`src/rtl/pll_lock_supervisor.sv`:
```
// PLL bring-up/recovery sequencer: pulses PLL reset, waits for lock with bounded
// retries, qualifies lock stability, then releases the system reset.
module pll_lock_supervisor #(
  parameter int RST_CYCLES    = 16,
  parameter int LOCK_TIMEOUT  = 65536,
  parameter int STABLE_CYCLES = 1024,
  parameter int MAX_RETRIES   = 8
) (
  input  logic       clock,
  input  logic       reset,
  input  logic       locked,
  input  logic       relock_req,
  output logic       pll_rst,
  output logic       sys_reset,
  output logic       ready,
  output logic       fail,
  output logic [2:0] state,
  output logic [7:0] loss_count
);

  localparam int CNT_MAX_A = (RST_CYCLES > LOCK_TIMEOUT) ? RST_CYCLES : LOCK_TIMEOUT;
  localparam int CNT_MAX   = (CNT_MAX_A > STABLE_CYCLES) ? CNT_MAX_A : STABLE_CYCLES;
  localparam int CNT_W     = $clog2(CNT_MAX + 1);
  localparam int RTY_W     = $clog2(MAX_RETRIES + 1);

  localparam logic [CNT_W-1:0] RST_LAST = CNT_W'(RST_CYCLES - 1);
  localparam logic [CNT_W-1:0] TMO_LAST = CNT_W'(LOCK_TIMEOUT - 1);
  localparam logic [CNT_W-1:0] STB_LAST = CNT_W'(STABLE_CYCLES - 1);
  localparam logic [CNT_W-1:0] CNT_ONE  = CNT_W'(1);
  localparam logic [RTY_W-1:0] RTY_MAX  = RTY_W'(MAX_RETRIES);
  localparam logic [RTY_W-1:0] RTY_ONE  = RTY_W'(1);

  typedef enum logic [2:0] {
    S_RESET_PLL = 3'd0,
    S_WAIT_LOCK = 3'd1,
    S_STABILIZE = 3'd2,
    S_RUN       = 3'd3,
    S_FAIL      = 3'd4
  } state_t;

  state_t           state_r;
  state_t           state_nxt_s;
  logic [CNT_W-1:0] cnt_r;
  logic [CNT_W-1:0] cnt_nxt_s;
  logic [RTY_W-1:0] retries_r;
  logic [RTY_W-1:0] retries_nxt_s;
  logic             enter_s;
  logic             loss_inc_s;
  logic             lock_meta_r;
  logic             lock_sync_r;
  logic             locked_s;

  assign locked_s = lock_sync_r;
  assign state    = state_r;

  // Two-stage synchronizer for the asynchronous PLL lock indication.
  always_ff @(posedge clock) begin
    if (reset) begin
      lock_meta_r <= 1'b0;
      lock_sync_r <= 1'b0;
    end else begin
      lock_meta_r <= locked;
      lock_sync_r <= lock_meta_r;
    end
  end

  // Next-state, counter and retry decisions; relock_req overrides everything.
  always_comb begin
    state_nxt_s   = state_r;
    retries_nxt_s = retries_r;
    enter_s       = 1'b0;
    loss_inc_s    = 1'b0;
    if (relock_req) begin
      state_nxt_s   = S_RESET_PLL;
      retries_nxt_s = '0;
      enter_s       = 1'b1;
    end else begin
      case (state_r)
        S_RESET_PLL: begin
          if (cnt_r == RST_LAST) begin
            state_nxt_s = S_WAIT_LOCK;
            enter_s     = 1'b1;
          end else begin
            state_nxt_s = S_RESET_PLL;
          end
        end
        S_WAIT_LOCK: begin
          // Lock wins over a coincident timeout.
          if (locked_s) begin
            state_nxt_s = S_STABILIZE;
            enter_s     = 1'b1;
          end else if (cnt_r == TMO_LAST) begin
            retries_nxt_s = retries_r + RTY_ONE;
            enter_s       = 1'b1;
            if (retries_nxt_s == RTY_MAX) begin
              state_nxt_s = S_FAIL;
            end else begin
              state_nxt_s = S_RESET_PLL;
            end
          end else begin
            state_nxt_s = S_WAIT_LOCK;
          end
        end
        S_STABILIZE: begin
          if (!locked_s) begin
            state_nxt_s = S_WAIT_LOCK;
            enter_s     = 1'b1;
          end else if (cnt_r == STB_LAST) begin
            state_nxt_s   = S_RUN;
            retries_nxt_s = '0;
            enter_s       = 1'b1;
          end else begin
            state_nxt_s = S_STABILIZE;
          end
        end
        S_RUN: begin
          if (!locked_s) begin
            state_nxt_s = S_RESET_PLL;
            loss_inc_s  = 1'b1;
            enter_s     = 1'b1;
          end else begin
            state_nxt_s = S_RUN;
          end
        end
        S_FAIL: begin
          state_nxt_s = S_FAIL;
        end
        default: begin
          state_nxt_s   = S_RESET_PLL;
          retries_nxt_s = '0;
          enter_s       = 1'b1;
        end
      endcase
    end

    cnt_nxt_s = cnt_r;
    if (enter_s) begin
      cnt_nxt_s = '0;
    end else if ((state_r == S_RESET_PLL) || (state_r == S_WAIT_LOCK) ||
                 (state_r == S_STABILIZE)) begin
      cnt_nxt_s = cnt_r + CNT_ONE;
    end else begin
      cnt_nxt_s = cnt_r;
    end
  end

  // State register plus outputs decoded from the next state so they are flops.
  always_ff @(posedge clock) begin
    if (reset) begin
      state_r    <= S_RESET_PLL;
      cnt_r      <= '0;
      retries_r  <= '0;
      loss_count <= 8'd0;
      pll_rst    <= 1'b1;
      sys_reset  <= 1'b1;
      ready      <= 1'b0;
      fail       <= 1'b0;
    end else begin
      state_r    <= state_nxt_s;
      cnt_r      <= cnt_nxt_s;
      retries_r  <= retries_nxt_s;
      if (loss_inc_s && (loss_count != 8'd255)) begin
        loss_count <= loss_count + 8'd1;
      end else begin
        loss_count <= loss_count;
      end
      pll_rst    <= (state_nxt_s == S_RESET_PLL) || (state_nxt_s == S_FAIL);
      sys_reset  <= (state_nxt_s != S_RUN);
      ready      <= (state_nxt_s == S_RUN);
      fail       <= (state_nxt_s == S_FAIL);
    end
  end

endmodule

```
`config.mk`:
```
export PLATFORM = sky130hd
export DESIGN_NAME = pll_lock_supervisor
export DESIGN_NICKNAME = d
export VERILOG_FILES = /design/src/rtl/pll_lock_supervisor.sv
export SDC_FILE = /design/constraint.sdc
export NUM_CORES = 1
export LEC_CHECK = 0
export BUFFER_PORTS_ARGS = -buffer_cell sky130_fd_sc_hd__buf_2
export CORE_UTILIZATION = 54
export CTS_BUF_LIST = sky130_fd_sc_hd__clkbuf_2 sky130_fd_sc_hd__clkbuf_4 sky130_fd_sc_hd__clkbuf_8
export DETAILED_ROUTE_END_ITERATION = 8
export PLACE_DENSITY = 0.77
export SYNTH_ARGS = -nofsm -noshare
export SYNTH_HDL_FRONTEND = slang
export SYNTH_SLANG_ARGS = --single-unit
```
`constraint.sdc`:
```
create_clock -name clock -period 2.4 [get_ports clock]
set_input_delay 0.24 -clock clock [delete_from_list [all_inputs] [get_ports clock]]
set_output_delay 0.24 -clock clock [all_outputs]
set_load 0.005 [all_outputs]
```
==> metrics.md, run 1 <==
| Metric | Value |
|---|---|
| Outcome | finished clean |
| LEAKAGE | 0.771 nW |
| YS warnings | 0 |
| Core area | 3130 sq um |
| Drt pass-1 iters | 4 |
| Avg Cell Area, Syn | 8.57 sq um |
| Top post-synthesis cells by area | dfxtp_1 (41%), xnor2_1 (8.1%), nor2_1 (7.2%), nor3_1 (3.8%), nand2_1 (3.7%) |
| Buf/Inv on CP | 1 |
| GRT overflow | 0 |
| Sw frac | 0.214 |
| # diodes | 0 |
| Synth Cell Area | 1830 sq um |
| Placer Congestion | 0.853 |
| Final clock period utilization by the worst path | 0.964 |
| CTS Hold Buffers Added | 0 |
| Cells after Synth | 214 |
| Maximum vdd drop | 294 uV |
| H-tree depth | 2 |
| Register area share after synthesis | 0.415 |
| Max_cap viols | 0 |
| Clk_lat worst skew | 0.34 ns |
| Initial cell density of the core | 0.586 |
| Crit. End Element | flop |
| Drt wl/cell | 12.5 microns |
| Dpl cells | 280 |
| Internal power | 0.779 mW |
| Synth top area share | 0.415 |
| IO buf count | 18 |
| Most frequent CP cell | ha_1 |
| CP max-delay cell | dfxtp_1 |
| Crit Path Class | reg -> reg |
| Largest area contributor in the netlist | dfxtp_1 |
| Slew headroom | 0.654 |
| Num CTS Buffers | 5 |
| Post-Route WL | 3.58 mm |
| CTS tree | built |
| Worst-margin pin slew | 0.512 ns |
| Seq pwr share | 0.641 |
| Clock tree root driver cell | clkbuf_4 |
| Synth Flop Type | dfxtp_1 |
| Clock transition at path regs | 0.10 ns |
| Max Buffers Root-to-Sink | 2 |
| Fmax | 0.432 GHz |
| Worst Hold Class | in -> reg |
| Switch Pwr | 0.213 mW |
| Fraction of registers with async set/reset | 0 |
| Die X | 60.3 microns |
| Number of synthesized flops with an enable pin | 0 |
| Power after layout | 0.991 mW |
| Initial antenna violation count | 0 |
| Final Cell Area | 2070 sq um |
| DRC | 0 |
| Count of different cell masters after synthesis | 43 |
| Io pins | 19 |
| Final Instance Count excl. Fillers | 287 |
| Final HPWL DP | 2.53 mm |
| ANT nets after route | 0 |
| Final setup vio count | 0 |
| Vias | 1534 |
| Synth Net Count | 223 |
| Initial DRC Count | 60 |
| Vias in the first global route | 1405 |
| Clock Skew | 0.00512 ns |
| Die Span Y | 60.3 microns |
| Row count | 20 |
| CP arrival | 2.59 ns |
| Crit path launch type | flop |
| Ratio of cells with drive above 1 in the final layout | 0.193 |
| Top delay family on crit path | simple AND/OR/NAND/NOR gates |
| Synthesis-to-layout area growth | 12.9% |
| Combinational share of power | 0.031 |
| Global-route wire length before repair | 6.16 mm |
| Placement-stage cell area | 2010 sq um |
| Nets | 253 |
| Tmin final | 2.31 ns |
| Clock Power Share | 0.328 |
| Crit path cell chain | ha_1, and3_2, and4_2, ha_1, or3_1, a221oi_2, nand3_2, buf_4, nor2_1 |
| #FFs+latches synth | 38 |
| Final-report max-slew violation count | 0 |
| CTS sink cnt | 38 |
| Pwr/cell area | 479 nW/um^2 |
| Worst EP required | 2.68 ns |
| Largest net degree at the start of global routing | 14 |
| Die area | 3630 sq um |
| WHS | 0.101 ns |
| Maximum fanout along the worst path | 9 |
| GRT Util Overall | 0.232 |
| Final Hold Fails | 0 |
| Via-to-Cell Ratio | 5.34 |
| Max incr delay on CP | 0.33 ns |
-- cell usage after synthesis, drive strengths merged (2+ instances only) --
cell	count
dfxtp	38
nor2	35
nand2	19
xnor2	17
nor3	14
nand3	12
nand4	9
xor2	7
a21oi	6
nor4	6
ha	5
inv	5
buf	4
and4	3
clkbuf	3
nor3b	3
o21ai	3
a21o	2
and2	2
nand4b	2
nor2b	2
o2bb2ai	2
-- area by class of cell --
cell class              count  area, sq um
clock buffers               6         51.3
fillers                   282         1060
inverters                   5         18.8
multi-input cells         163          997
flip-flops and latches     38          761
well taps                  44         55.1
repair buffers             31          188
-- cells by family (layout without fill, tap and decap cells) --
group / after synthesis / count (layout) / synth area share
and+or+nand+nor: 113 / 113 / 0.314
DFF: 38 / 38 / 0.415
xor gates and xnor gates: 24 / 24 / 0.115
AOI/OAI and AO/OA: 21 / 21 / 0.0771
buffers and inverters: 13 / 42 / 0.0450
adders and majority gates: 5 / 5 / 0.0341
-- stage by stage --
stage,setup TNS (ns),setup WS (ns),utilization
global route,-0.0157,-0.0147,0.662
CTS,0,0.0445,0.658
floorplan,0,0.0792,-
detailed placement,0,0.0762,0.641
global placement,0,0.150,0.641
finish,0,0.0858,0.662
-- placed cells by master (no fill, tap or decap), drive strengths merged, types with 7 or more instances in the layout --
| master | Yosys | routed |
|---|---|---|
| xor2 | 7 | 7 |
| nand4 | 9 | 9 |
| dfxtp | 38 | 38 |
| nor2 | 35 | 35 |
| nand2 | 19 | 19 |
| nor3 | 14 | 14 |
| nand3 | 12 | 12 |
| buf | 4 | 31 |
| xnor2 | 17 | 17 |
-- registers in the layout, indices dropped and copies added, names as in the netlist --
signal       count
cnt_r           17
loss_count       8
retries_r        4
state            3
fail             1
lock_meta_r      1
lock_sync_r      1
pll_rst          1
ready            1
sys_reset        1
-- layer usage --
layer / global-route usage / wire length (microns) / up-vias
li1: - / - / 808
met1: 0.310 / 1770 / 684
met2: 0.347 / 1600 / 36
met3: 0.0714 / 150 / 6
met4: 0.0864 / 57 / 0
met5: 0 / 0 / -
-- worst paths after layout --
kind	start	slack, ns	end	cells past startpoint
worst max register to register	cnt_r[0]$_SDFFE_PP0P_	0.09	cnt_r[13]$_SDFFE_PP0P_	9
worst max-delay path	cnt_r[0]$_SDFFE_PP0P_	0.09	cnt_r[13]$_SDFFE_PP0P_	9
worst min register to register	lock_meta_r$_SDFF_PP0_	0.44	lock_sync_r$_SDFF_PP0_	1
worst min-delay path	locked	0.10	lock_meta_r$_SDFF_PP0_	2
-- power groups by stage --
stage | Sequential [mW] | Clock, mW | Combinational, mW
floorplan | 0.651 | 0 | 0.0187
global placement | 0.650 | 0 | 0.0286
detailed placement | 0.650 | 0 | 0.0288
CTS | 0.636 | 0.338 | 0.0290
global route | 0.636 | 0.363 | 0.0347
finish | 0.636 | 0.325 | 0.0308
-- repair_timing --
action,in CTS,in global routing
endpoints found under the setup margin,0,14
gates resized for setup,0,1
buffers inserted,0,1
No activity file was read; power rests on OpenSTA's default activity.
==> run 2, diff against run 1 <==
--- a/config.mk
+++ b/config.mk
@@ -6,6 +6,7 @@
 export NUM_CORES = 1
 export LEC_CHECK = 0
 export BUFFER_PORTS_ARGS = -buffer_cell sky130_fd_sc_hd__buf_2
+export CORE_ASPECT_RATIO = 2
 export CORE_UTILIZATION = 54
 export CTS_BUF_LIST = sky130_fd_sc_hd__clkbuf_2 sky130_fd_sc_hd__clkbuf_4 sky130_fd_sc_hd__clkbuf_8
 export DETAILED_ROUTE_END_ITERATION = 8
==> metrics.md, run 2 (synthesis results as in run 1) <==
| Metric | Value |
|---|---|
| Outcome | finished clean |
| Worst setup path end | cnt_r[8]$_SDFFE_PP0P_ |
| Io pins | 19 (unchanged) |
| Maximum fanout along the worst path | 8 (-1) |
| Max_cap viols | 0 (unchanged) |
| Final setup vio count | 0 (unchanged) |
| Worst Hold Class | in -> reg |
| Crit path launch type | flop |
| Die X | 43.2 microns (-28%) |
| Die area | 3650 sq um (+0.39%) |
| CTS tree | built |
| CP arrival | 2.56 ns (-0.03 ns) |
| Reg2reg start | cnt_r[0]$_SDFFE_PP0P_ |
| Num CTS Buffers | 5 (unchanged) |
| Fmax | 0.428 GHz (-0.95%) |
| H-tree depth | 2 (unchanged) |
| Initial cell density of the core | 0.574 (-0.0119) |
| Fillers | 278 (-1.4%) |
| Row count | 29 (+45%) |
| Worst reg-to-reg path cell count | 9 (unchanged) |
| Initial DRC Count | 33 (-45%) |
| Worst-margin pin slew | 0.496 ns (-0.0151 ns) |
| Hold Startpoint | locked |
| Worst EP required | 2.62 ns (-0.06 ns) |
| WHS | 0.171 ns (+0.0706 ns) |
| Number of flip-flops in the largest register | 17 (unchanged) |
| Drt wl/cell | 14.1 microns (+13%) |
| Nets | 250 (-1.2%) |
| Pwr/cell area | 522 nW/um^2 (+9.1%) |
| Clock transition at path regs | 0.07 ns (-0.03 ns) |
| Commonest non-fill, non-tap cells in the layout | dfxtp_1 (38), nor2_1 (35), nand2_1 (18), buf_2 (18), xnor2_1 (17) |
| Max Buffers Root-to-Sink | 2 (unchanged) |
| Die Span Y | 84.4 microns (+40%) |
| Fin util | 0.650 (-0.0123) |
| Max incr delay on CP | 0.33 ns (about the same) |
| IO buf count | 18 (unchanged) |
| Most frequent CP cell | ha_1 |
| Largest net degree at the start of global routing | 14 (unchanged) |
| Post-Route WL | 3.82 mm (+6.8%) |
| DRC | 0 (unchanged) |
| Tmin final | 2.34 ns (+0.0222 ns) |
| ANT nets after route | 0 (unchanged) |
| Synthesis-to-layout area growth | 13.1% |
| Top reg by flops | cnt_r |
| CTS Hold Buffers Added | 0 (unchanged) |
| Final Hold Fails | 0 (unchanged) |
| Worst setup margin | 0.0636 ns (-0.0222 ns) |
| Via-to-Cell Ratio | 5.79 (+8.4%) |
| CTS sink cnt | 38 (unchanged) |
| Commonest non-fill, non-tap cell in the layout | dfxtp_1 |
| FF/Latch Area | 761 sq um (unchanged) |
| Maximum vdd drop | 480 uV (+63%) |
| # diodes | 0 (unchanged) |
| GRT Util Overall | 0.230 (-0.00182) |
| Ratio of cells with drive above 1 in the final layout | 0.192 (-0.00175) |
| Placer Congestion | 0.868 (+1.7%) |
| Vias in the first global route | 1519 (+8.1%) |
| Slew headroom | 0.665 (+0.0102) |
| DP Worst Slack | 0.0755 ns (-0.000673 ns) |
| Global-route wire length before repair | 6.36 mm (+3.2%) |
| Largest regs | cnt_r (17), loss_count (8), retries_r (4) |
| Worst R2R End | cnt_r[8]$_SDFFE_PP0P_ |
| Crit path cell chain | ha_1, and3_2, and4_2, ha_1, or3_1, a221oi_2, nand3_2, buf_4, nor2_1 |
| Vias | 1570 (+2.3%) |
| Initial antenna violation count | 0 (unchanged) |
| Multi-input combinational cell area | 1010 sq um (+1.1%) |
| Drt pass-1 iters | 4 (unchanged) |
| Reg2reg setup slack | 0.06 ns (-0.02 ns) |
| CP max-delay cell | or3_1 |
| Final Instance Count excl. Fillers | 271 (-5.6%) |
| Final-report max-slew violation count | 0 (unchanged) |
| Clk_lat worst skew | 0.29 ns (-0.05 ns) |
| LEAKAGE | 0.790 nW (+2.6%) |
| Crit. End Element | flop |
| GRT overflow | 0 (unchanged) |
| Final clock period utilization by the worst path | 0.974 (+0.00924) |
| Core area | 3190 sq um (+2.1%) |
| Dpl cells | 264 (-5.7%) |
| Clock tree root driver cell | clkbuf_8 |
| Crit Path Class | reg -> reg |
| CP startpoint | cnt_r[0]$_SDFFE_PP0P_ |
| Final HPWL DP | 2.83 mm (+12%) |
| Clock Skew | 0.00458 ns (-0.000540 ns) |
| Power after layout | 1.08 mW (+9.3%) |
| Unrepaired setup endpoints after global routing | yes |
## run 2: area by class of cell
| type | count | area share |
|---|---|---|
| Multi-Input combinational cell | 163 | 0.486 |
| Inverter | 5 | 0.00905 |
| Clock buffer | 6 | 0.0398 |
| Tap cell | 31 | 0.0187 |
| Sequential cell | 38 | 0.367 |
| Timing Repair Buffer | 28 | 0.0796 |
## run 2: power breakdown
part           internal, mW  switching (mW)
Clock                 0.221           0.197
Combinational        0.0126          0.0167
Sequential            0.634         0.00254
Total                 0.867           0.216
## run 2: stage by stage
stage / TNS, ns / cell area (sq um)
finish: 0 / 2070
global placement: 0 / 1970
CTS: 0 / 2050
global route: -0.455 / 2070
floorplan: 0 / 1830
detailed placement: 0 / 1970
## run 2: worst min path at each step
stage / depth (start not counted) / endpoint / slack (ns)
3_5_place_dp: 1 / lock_sync_r$_SDFF_PP0_ / 0.45
6_report: 2 / lock_meta_r$_SDFF_PP0_ / 0.17
2_1_floorplan: 1 / lock_meta_r$_SDFF_PP0_ / 0.37
5_1_grt: 2 / lock_meta_r$_SDFF_PP0_ / 0.16
4_1_cts: 2 / lock_meta_r$_SDFF_PP0_ / 0.16
3_3_place_gp: 1 / lock_sync_r$_SDFF_PP0_ / 0.42
## run 2: per-layer routing
| layer | vias to the layer above | track usage | wire length, microns |
|---|---|---|---|
| li1 | 796 | - | - |
| met1 | 722 | 0.234 | 1450 |
| met2 | 35 | 0.406 | 2080 |
| met3 | 17 | 0.0409 | 100 |
| met4 | 0 | 0.149 | 196 |
| met5 | - | 0 | 0 |
## run 2: worst max-delay path: cells and delay by family, from the launching register on
kind | cells | cell delay [ns]
adders and majority gates | 2 | 0.46
DFF | 1 | 0.32
buffers and inverters | 1 | 0.18
and+or+nand+nor | 5 | 1.03
AOI/OAI and AO/OA | 1 | 0.28
## run 2: what timing repair did
| item | 4_1_cts | 5_1_grt |
|---|---|---|
| setup buffers | 0 | 1 |
| setup endpoints to repair | 0 | 18 |
| gates resized for setup | 0 | 3 |
| endpoints found under the hold margin | 0 | 0 |
==> run 3, diff against run 2 <==
--- a/config.mk
+++ b/config.mk
@@ -11,6 +11,7 @@
 export CTS_BUF_LIST = sky130_fd_sc_hd__clkbuf_2 sky130_fd_sc_hd__clkbuf_4 sky130_fd_sc_hd__clkbuf_8
 export DETAILED_ROUTE_END_ITERATION = 8
 export PLACE_DENSITY = 0.77
+export RECOVER_POWER = 100
 export SYNTH_ARGS = -nofsm -noshare
 export SYNTH_HDL_FRONTEND = slang
 export SYNTH_SLANG_ARGS = --single-unit
==> metrics.md, run 3 (synthesis results as in run 1) <==
| Metric | Value |
|---|---|
| Crit Path Class | reg -> reg |
| Worst Hold End | lock_meta_r$_SDFF_PP0_ |
| Slew headroom | 0.664 (about the same) |
| Final setup vio count | 0 (unchanged) |
| CTS tree | built |
| LEAKAGE | 0.767 nW (-3.0%) |
| H-tree depth | 2 (unchanged) |
| Hold Startpoint | locked |
| Worst-margin pin slew | 0.497 ns (+0.000814 ns) |
| Num CTS Buffers | 5 (unchanged) |
| DRC | 0 (unchanged) |
| Initial antenna violation count | 0 (unchanged) |
| Max incr delay on CP | 0.33 ns (about the same) |
| Core area | 3190 sq um (unchanged) |
| Reg2reg start | cnt_r[0]$_SDFFE_PP0P_ |
| Fillers | 285 (+2.5%) |
| Drt pass-1 iters | 4 (unchanged) |
| Clock transition at path regs | 0.07 ns (about the same) |
| Buf/Inv on CP | 1 (unchanged) |
| GRT Util Overall | 0.230 (unchanged) |
| Final Hold Fails | 0 (unchanged) |
| Crit. End Element | flop |
| # diodes | 0 (unchanged) |
| Max_cap viols | 0 (unchanged) |
| Ratio of cells with drive above 1 in the final layout | 0.163 (-0.0292) |
| Vias | 1564 (-0.38%) |
| Number of flip-flops in the largest register | 17 (unchanged) |
| Row count | 29 (unchanged) |
| Worst EP required | 2.62 ns (about the same) |
| Clock Power Share | 0.386 (about the same) |
| Top delay family on crit path | simple AND/OR/NAND/NOR gates |
| Nets | 250 (unchanged) |
| Commonest non-fill, non-tap cell in the layout | dfxtp_1 |
| Tmin final | 2.32 ns (-0.0203 ns) |
| Initial cell density of the core | 0.574 (unchanged) |
| Placer Congestion | 0.868 (unchanged) |
| Crit path cell chain | ha_1, and3_2, and4_2, ha_1, or3_1, a221oi_2, nand3_2, buf_4, nor2_1 |
| Maximum vdd drop | 488 uV (+1.5%) |
| Vias in the first global route | 1519 (unchanged) |
| Worst setup margin | 0.0839 ns (+0.0203 ns) |
| Reg2reg setup slack | 0.08 ns (+0.02 ns) |
| CTS Hold Buffers Added | 0 (unchanged) |
| Final HPWL DP | 2.83 mm (unchanged) |
| Drt wl/cell | 14.2 microns (+0.37%) |
| Worst reg-to-reg path cell count | 9 (unchanged) |
| Via-to-Cell Ratio | 5.77 (-0.38%) |
| Worst R2R End | cnt_r[8]$_SDFFE_PP0P_ |
| GRT overflow | 0 (unchanged) |
| Sw frac | 0.200 (+0.000296) |
| Seq pwr share | 0.587 (about the same) |
| Max Buffers Root-to-Sink | 2 (unchanged) |
| Maximum fanout along the worst path | 8 (unchanged) |
| IO buf count | 18 (unchanged) |
| CP arrival | 2.54 ns (-0.02 ns) |
| Initial DRC Count | 34 (+3.0%) |
| Post-Route WL | 3.84 mm (+0.37%) |
| Clock Skew | 0.00436 ns (-0.000222 ns) |
| Largest net degree at the start of global routing | 14 (unchanged) |
| Internal power | 0.867 mW (about the same) |
| Synthesis-to-layout area growth | 12.6% |
| DP Worst Slack | 0.0755 ns (unchanged) |
| Crit path launch type | flop |
| Clk_lat worst skew | 0.28 ns (about the same) |
| Combinational share of power | 0.027 (about the same) |
| CTS sink cnt | 38 (unchanged) |
| Hold Path Depth | 2 (unchanged) |
| Final clock period utilization by the worst path | 0.965 (-0.00846) |
| Worst Hold Class | in -> reg |
| CP max-delay cell | or3_1 |
| Top reg by flops | cnt_r |
| Die X | 43.2 microns (unchanged) |
| Io pins | 19 (unchanged) |
| Global-route wire length before repair | 6.36 mm (unchanged) |
| Final-report max-slew violation count | 0 (unchanged) |
| Largest regs | cnt_r (17), loss_count (8), retries_r (4) |
| ANT nets after route | 0 (unchanged) |
| Commonest non-fill, non-tap cells in the layout | dfxtp_1 (38), nor2_1 (35), nand2_1 (18), xnor2_1 (17), nor3_1 (14) |
| Unrepaired setup endpoints after global routing | yes |
| Fmax | 0.432 GHz (+0.88%) |
| Most frequent CP cell | ha_1 |
| Outcome | finished clean |
| Clock tree root driver cell | clkbuf_8 |
| Switch Pwr | 0.216 mW (+0.16%) |
| Fin Setup TNS | 0 ns (unchanged) |
| CP startpoint | cnt_r[0]$_SDFFE_PP0P_ |
| Die Span Y | 84.4 microns (unchanged) |
| Pwr/cell area | 524 nW/um^2 (+0.43%) |
| Die area | 3650 sq um (unchanged) |
-- run 3: cell count changes in the layout (fill, tap and decap cells not counted) --
cell and change:
and2_1 -1, buf_2 -7, clkbuf_1 +7, and2_0 +1
-- run 3: per-layer routing --
| layer | GRT usage | vias to the layer above | routed length (microns) |
|---|---|---|---|
| met5 | 0 | - | 0 |
| li1 | - | 794 | - |
| met3 | 0.0409 | 17 | 119 |
| met1 | 0.234 | 715 | 1420 |
| met2 | 0.406 | 38 | 2100 |
| met4 | 0.149 | 0 | 199 |
-- run 3: final cells by class --
| cell class | count | area (sq um) | area share |
|---|---|---|---|
| Timing Repair Buffer | 28 | 156 | 0.0757 |
| Inverter | 5 | 18.8 | 0.00909 |
| Clock buffer | 6 | 82.6 | 0.0400 |
| Multi-Input combinational cell | 163 | 1010 | 0.488 |
| Sequential cell | 38 | 761 | 0.368 |
| Tap cell | 31 | 38.8 | 0.0188 |
-- run 3: worst max path at each step --
stage,end,depth (start not counted)
floorplan,cnt_r[10]$_SDFFE_PP0P_,9
global placement,retries_r[0]$_SDFFE_PP0P_,9
detailed placement,cnt_r[3]$_SDFFE_PP0P_,9
CTS,cnt_r[8]$_SDFFE_PP0P_,9
global route,cnt_r[9]$_SDFFE_PP0P_,9
finish,cnt_r[8]$_SDFFE_PP0P_,9
-- run 3: metrics by stage --
stage               std cells  power, mW  hold WS [ns]  utilization  cell area [sq um]
floorplan                 214      0.669         0.368            -               1830
global placement          264      0.678         0.420        0.616               1970
detailed placement        264      0.679         0.447        0.616               1970
CTS                       270       1.10         0.161        0.642               2050
global route              271       1.13         0.161        0.647               2070
finish                    271       1.08         0.174        0.647               2070
-- run 3: power by group through the flow --
stage	sequential (mW)	combinational [mW]	clock, mW
floorplan	0.651	0.0187	0
global placement	0.650	0.0284	0
detailed placement	0.650	0.0285	0
CTS	0.636	0.0286	0.432
global route	0.636	0.0323	0.461
finish	0.636	0.0290	0.418
-- run 3: timing repair --
item | in CTS | in global routing
resized for setup | 0 | 3
setup buffers | 0 | 1
endpoints found under the setup margin | 0 | 18
